[config.mk]
export PLATFORM = sky130hd
export DESIGN_NAME = data_memory_bridge
export DESIGN_NICKNAME = d
export VERILOG_FILES = /design/src/rtl/data_memory_bridge.sv
export SDC_FILE = /design/constraint.sdc
export NUM_CORES = 1
export LEC_CHECK = 0
export CAP_MARGIN = 20
export CORE_MARGIN = 4
export CORE_UTILIZATION = 38
export DETAILED_ROUTE_END_ITERATION = 6
export GPL_ROUTABILITY_DRIVEN = 1
export PLACE_DENSITY = 0.77
export SYNTH_ARGS = -nofsm -noshare
export SYNTH_HDL_FRONTEND = slang
export SYNTH_SLANG_ARGS = --single-unit
[constraint.sdc]
create_clock -name clk -period 2.01 [get_ports clk]
set_clock_uncertainty 0.1 [all_clocks]
set_input_delay 0.402 -clock clk [delete_from_list [all_inputs] [get_ports clk]]
set_output_delay 0.402 -clock clk [all_outputs]
set_load 0.005 [all_outputs]
[src/rtl/data_memory_bridge.sv]
// ---------------------------------------------------------------------------
// data_memory_bridge
//
// Memory-access-stage bridge between the pipeline's single-cycle data-memory
// strobes and a slower external word memory using a req/ack handshake. Each
// load/store is registered, issued as one handshake transaction, and the
// pipeline is held with o_Stall until the data returns or a timeout fires.
// Misaligned and timed-out accesses raise a sticky error flag.
//
// Ports:
//   clk              rising-edge clock
//   reset            asynchronous, active-low reset
//   in_MemRead       load strobe from EX/MEM
//   in_MemWrite      store strobe from EX/MEM (wins over in_MemRead)
//   in_Address_dw    ALU byte address (only ADDR_WIDTH low bits are used)
//   in_WriteData_dw  store data
//   o_ReadData_dw    data of the most recently completed load
//   o_Stall          pipeline hold request
//   o_MemReq         memory request, held until ack or timeout
//   o_MemWe          1 = write transaction
//   o_MemAddr        registered byte address
//   o_MemWData       registered store data
//   in_MemAck        memory completion; read data valid in the same cycle
//   in_MemRData      memory read data
//   o_Error          sticky error flag, cleared only by reset
//   o_ErrCode        most recent error: 01 misaligned, 10 timeout
//   o_TxnCount       completed transactions (errored ones included), wraps
// ---------------------------------------------------------------------------
module data_memory_bridge #(
    parameter int ADDR_WIDTH     = 8,
    parameter int DATA_WIDTH     = 32,
    parameter int TIMEOUT_CYCLES = 16
) (
    input  logic                  clk,
    input  logic                  reset,
    input  logic                  in_MemRead,
    input  logic                  in_MemWrite,
    input  logic [31:0]           in_Address_dw,
    input  logic [DATA_WIDTH-1:0] in_WriteData_dw,
    output logic [DATA_WIDTH-1:0] o_ReadData_dw,
    output logic                  o_Stall,
    output logic                  o_MemReq,
    output logic                  o_MemWe,
    output logic [ADDR_WIDTH-1:0] o_MemAddr,
    output logic [DATA_WIDTH-1:0] o_MemWData,
    input  logic                  in_MemAck,
    input  logic [DATA_WIDTH-1:0] in_MemRData,
    output logic                  o_Error,
    output logic [1:0]            o_ErrCode,
    output logic [15:0]           o_TxnCount
);

    typedef enum logic [1:0] {
        ST_IDLE = 2'd0,
        ST_REQ  = 2'd1,
        ST_DONE = 2'd2
    } state_t;

    localparam logic [7:0] TIMER_LAST = 8'(TIMEOUT_CYCLES - 1);

    state_t                r_state;
    state_t                w_nextState;
    logic                  r_we;
    logic [ADDR_WIDTH-1:0] r_addr;
    logic [DATA_WIDTH-1:0] r_wdata;
    logic [DATA_WIDTH-1:0] r_rdata;
    logic                  r_error;
    logic [1:0]            r_errCode;
    logic [15:0]           r_txnCount;
    logic [7:0]            r_timer;

    logic                  w_strobe;
    logic                  w_misaligned;
    logic                  w_timeoutHit;
    logic                  w_stall;
    logic                  w_memReq;

    assign w_strobe     = in_MemRead | in_MemWrite;
    assign w_misaligned = |in_Address_dw[1:0];
    assign w_timeoutHit = (r_timer == TIMER_LAST);

    // Address bits above ADDR_WIDTH are deliberately dropped; fold them into
    // a dummy net so the discard is explicit.
    generate
        if (ADDR_WIDTH < 32) begin : g_addrDiscard
            logic w_unusedAddrBits;
            assign w_unusedAddrBits = ^in_Address_dw[31:ADDR_WIDTH];
        end
    endgenerate

    // State register. Asynchronous reset drops the FSM to IDLE at once,
    // which takes o_MemReq down without waiting for a clock.
    always_ff @(posedge clk or negedge reset) begin
        if (!reset) begin
            r_state <= ST_IDLE;
        end else begin
            r_state <= w_nextState;
        end
    end

    // Next-state and handshake outputs. The stall is raised combinationally
    // in the IDLE cycle that sees a strobe so the pipeline never advances
    // past an access that has not completed. DONE is the single non-stalled
    // cycle in which the pipeline retires the instruction; any strobes seen
    // there still belong to that instruction and are ignored.
    always_comb begin
        w_nextState = r_state;
        w_stall     = 1'b0;
        w_memReq    = 1'b0;
        case (r_state)
            ST_IDLE: begin
                if (w_strobe) begin
                    w_stall     = 1'b1;
                    w_nextState = w_misaligned ? ST_DONE : ST_REQ;
                end
            end
            ST_REQ: begin
                w_stall  = 1'b1;
                w_memReq = 1'b1;
                if (in_MemAck || w_timeoutHit) begin
                    w_nextState = ST_DONE;
                end
            end
            ST_DONE: begin
                w_nextState = ST_IDLE;
            end
            default: begin
                w_nextState = ST_IDLE;
            end
        endcase
    end

    // Datapath: capture the access on the IDLE edge, count REQ cycles, latch
    // load data or the error outcome, and count finished transactions in
    // DONE. Errored loads return zero so the write-back never sees stale
    // data; stores leave the read-data register untouched.
    always_ff @(posedge clk or negedge reset) begin
        if (!reset) begin
            r_we       <= 1'b0;
            r_addr     <= '0;
            r_wdata    <= '0;
            r_rdata    <= '0;
            r_error    <= 1'b0;
            r_errCode  <= 2'b00;
            r_txnCount <= 16'd0;
            r_timer    <= 8'd0;
        end else begin
            case (r_state)
                ST_IDLE: begin
                    if (w_strobe) begin
                        r_we    <= in_MemWrite;
                        r_addr  <= in_Address_dw[ADDR_WIDTH-1:0];
                        r_wdata <= in_WriteData_dw;
                        r_timer <= 8'd0;
                        if (w_misaligned) begin
                            r_error   <= 1'b1;
                            r_errCode <= 2'b01;
                            if (!in_MemWrite) begin
                                r_rdata <= '0;
                            end
                        end
                    end
                end
                ST_REQ: begin
                    if (in_MemAck) begin
                        if (!r_we) begin
                            r_rdata <= in_MemRData;
                        end
                    end else if (w_timeoutHit) begin
                        r_error   <= 1'b1;
                        r_errCode <= 2'b10;
                        if (!r_we) begin
                            r_rdata <= '0;
                        end
                    end else begin
                        r_timer <= r_timer + 8'd1;
                    end
                end
                ST_DONE: begin
                    r_txnCount <= r_txnCount + 16'd1;
                end
                default: begin
                end
            endcase
        end
    end

    // The stall is gated by reset so that an asserted reset releases the
    // pipeline even while a strobe is still being presented.
    assign o_Stall       = w_stall & reset;
    assign o_MemReq      = w_memReq;
    assign o_MemWe       = r_we;
    assign o_MemAddr     = r_addr;
    assign o_MemWData    = r_wdata;
    assign o_ReadData_dw = r_rdata;
    assign o_Error       = r_error;
    assign o_ErrCode     = r_errCode;
    assign o_TxnCount    = r_txnCount;

endmodule

==> results.txt <==
The fraction of registers with async set/reset came out at 1.00. The routed wire length came out at 11,300 um. In the layout the commonest cells are clkdlybuf4s50_1, nand2_1, dfrtp_1. The period utilization was 1.02.

Counting every net in the synthesized netlist gives 537. In this run, synthesis produced a sequential element count of 102. The die outline width works out to 115 um. The tools report the total of max-cap violations as 0. Leaving out fill and tap cells, the most frequent cell in the layout is clkdlybuf4s50_1. The logs give -0.294 ns for the worst slack at placement and 3 for the maximum level of the CTS H-tree.

The cell area power density is 1010 mW/mm^2, and the number of antenna violations at the first check in global routing is 0. The run gives 0 as the number of failing hold endpoints at the final stage. The met2 track demand over resource in global routing came out at 0.283.

The register area share after synthesis was 0.585; the average footprint of a synthesized cell was 10.1 sq um. The placer congestion estimate came out at 0.838. In this design, the stage delay of the slowest critical-path cell is 0.57 ns. Counting every instance in the synthesized netlist gives 434. The element type at the critical path start is a register. The static power due to leakage is 3.14 nW, and the share of cells above drive strength 1 is 0.0981. The relative slew slack came out at 0.611. The antenna diode instance count is 0, and the largest net degree at the start of global routing is 103. The worst setup path is captured at a register. Input and output buffers added on the ports amount to 170. Starting density of the core: 0.396. Detailed placement ended at an HPWL of 8050 um. The run gives 0.0133 sq mm as the floorplan die area. Summing all non-filler instances in the final layout gives an area of 0.00685 sq mm. The logs give 38 for the placement row count and 2 for the clock tree buffer depth. The number of pins with negative max-slew slack in the final report is 0.

For this run, design rule violations remaining after detail routing come to 0. Dividing the detail-routed wire length by the instance count gives 14.6 um. In this run, post-CTS hold repair placed 0 buffers. The logs give 0 for the overall overflow remaining after global route and 4 for the number of detailed-route iterations in the first pass. The cell sitting at the root of the clock tree is a clkbuf_16. TritonCTS built the clock tree. The run finished, with violations left. Met3 usage: 0.0484. Static timing analysis puts the maximum clock frequency at 0.489 GHz.

Setup repair after global routing could not meet its margin everywhere. The clock drives 102 sinks. The count of yosys warnings during synthesis came out at 0.

At the pin with the least slew margin, the transition time is 0.583 ns. On the final layout, the worst hold slack is 0.0209 ns. At the worst endpoint, the required time is 2.15 ns. Data on the critical path arrives at its endpoint at 2.19 ns. The die is 115 um tall. The number of global-route vias before repair was 3,748. The final reports fail on setup timing. The most crowded layer after global routing was met2. By startpoint and endpoint, the worst setup path is classified as register to register. The routed via count divided by cell count came out at 4.68. Area added between synthesis and finish: 57.0%. The global-route track usage on met1 was 0.220.

The final standard cell utilization of the core came out at 0.621. The tools report the net count reported at finish as 731. The setup check on the worst reg-to-reg path leaves a slack of -0.04 ns. The detailed router finished its first iteration with 123 violations. The run gives 0.00638 sq mm as the total cell area at the placement stage. The highest net fanout along the worst path is 8, and the number of enable flip-flop cells after synthesis is 0. The worst register-to-register path ends at o_ReadData_dw[22]. Pin placement for this block handled 195 I/O pins.

The cell area that synthesis handed to floorplanning was 0.00437 sq mm. Clock-pin slew was measured on the worst setup and hold paths at 0.07 ns. For the residual antenna-violating net count after detailed routing, the log shows 0.

After floorplanning, the core was sized to cover 0.0110 sq mm. The TritonCTS buffer count was 9; the clock latency on the worst-skew pair was 0.33 ns. Path category of the worst min-delay check: primary input to async pin. Setup violations remaining at the end of the flow were counted as 12. The top flip-flop cell by instance count after synthesis was dfrtp_1. The slowest stage of the critical path is the or4_4 cell. After layout, the minimum clock period comes to 2.05 ns. Counting distinct cell types in the post-synthesis netlist gives 41. The critical register-to-register path startpoint is r_timer[5]. The cell count of the worst reg-to-reg path is 5. The tools report the worst-case setup margin in the final layout as -0.0356 ns. The first global-routing pass estimated 18,200 um of wire. The via total after detailed routing was 3,613; the maximum vdd drop was 598 uV. Traced cell by cell, the critical path runs through or4_4, o21ai_4, o311a_4, clkbuf_16, mux2i_1.

The tools report the all-layer global routing usage as 0.170.
-- area by class of cell --
cell class / instances / area [sq um]
fillers: 912 / 4180
flip-flops and latches: 102 / 2550
repair buffers: 202 / 2060
multi-input cells: 278 / 1590
clock buffers: 10 / 229
well taps: 140 / 175
inverters: 35 / 131
clock inverters: 5 / 108
-- metal layers --
metal / vias up / wire length (um)
li1: 1765 / -
met1: 1721 / 4870
met2: 118 / 5470
met3: 9 / 885
met4: 0 / 78
met5: - / 0
-- worst max-delay path: cells and delay by family (launching register included) --
kind            cells  cell delay, ns
mux                 1            0.20
buf+inv             1            0.19
compound gates      2            0.51
flops               1            0.38
simple gates        1            0.57
-- registers in the layout, summed over array words and instances (netlist names) --
register,flops
o_MemAddr,8
o_TxnCount,16
o_MemWData,32
o_ErrCode,2
o_ReadData_dw,32
r_timer,8
o_Error,1
o_MemWe,1
r_state,2
-- worst max-delay path by stage --
stage,startpoint,to,slack (ns),depth (start not counted)
6_report,r_timer[5],o_ReadData_dw[22],-0.04,5
5_1_grt,r_timer[5],o_ReadData_dw[0],-0.08,5
4_1_cts,r_timer[6],o_ReadData_dw[28],-0.04,5
3_5_place_dp,in_MemWrite,o_ReadData_dw[28],-0.29,6
3_3_place_gp,in_MemWrite,o_ReadData_dw[16],-0.22,6
2_1_floorplan,r_timer[4],o_ReadData_dw[10],0.03,6
-- synthesized netlist by cell type, types with 3 or more instances --
cell type  number  area (sq um)
and3_1          5          31.3
buf_12          3          60.1
clkbuf_1       13          48.8
dfrtp_1       102          2550
inv_1          34           128
mux2_2          3          33.8
mux2i_1        33           330
nand2_1       161           604
nand3_1         7          35.0
nand4_1         5          31.3
nor2_1          7          26.3
nor3_1          4          20.0
o21ai_1         3          15.0
xnor2_1        11          96.3
xor2_1          9          78.8
-- kinds of logic after synthesis --
group | after synthesis | synth area share
and+or+nand+nor | 203 | 0.197
xor gates and xnor gates | 20 | 0.0401
buffers and inverters | 54 | 0.0599
adders and majority gates | 2 | 0.00573
AOI/OAI and AO/OA | 17 | 0.0292
DFF | 102 | 0.585
muxes | 36 | 0.0834
-- metrics by stage --
step	instances	setup TNS (ns)	total power, mW
floorplan	434	0	3.59
global placement	751	-7.36	4.82
detailed placement	751	-9.34	4.90
CTS	768	-0.158	6.94
global route	772	-1.73	7.35
finish	772	-0.204	6.92
-- power breakdown --
group | internal, mW | switching [mW]
logic | 1.32 | 0.900
clock network | 1.22 | 0.732
registers | 2.47 | 0.273
total | 5.01 | 1.90
-- what timing repair did --
item,CTS,global route
gates resized for setup,6,6
endpoints found under the hold margin,0,0
gates cloned,1,2
setup endpoints to repair,23,36
pin swaps,1,2
buffers inserted,1,2
Note: power is estimated with default switching activity, not from simulation.
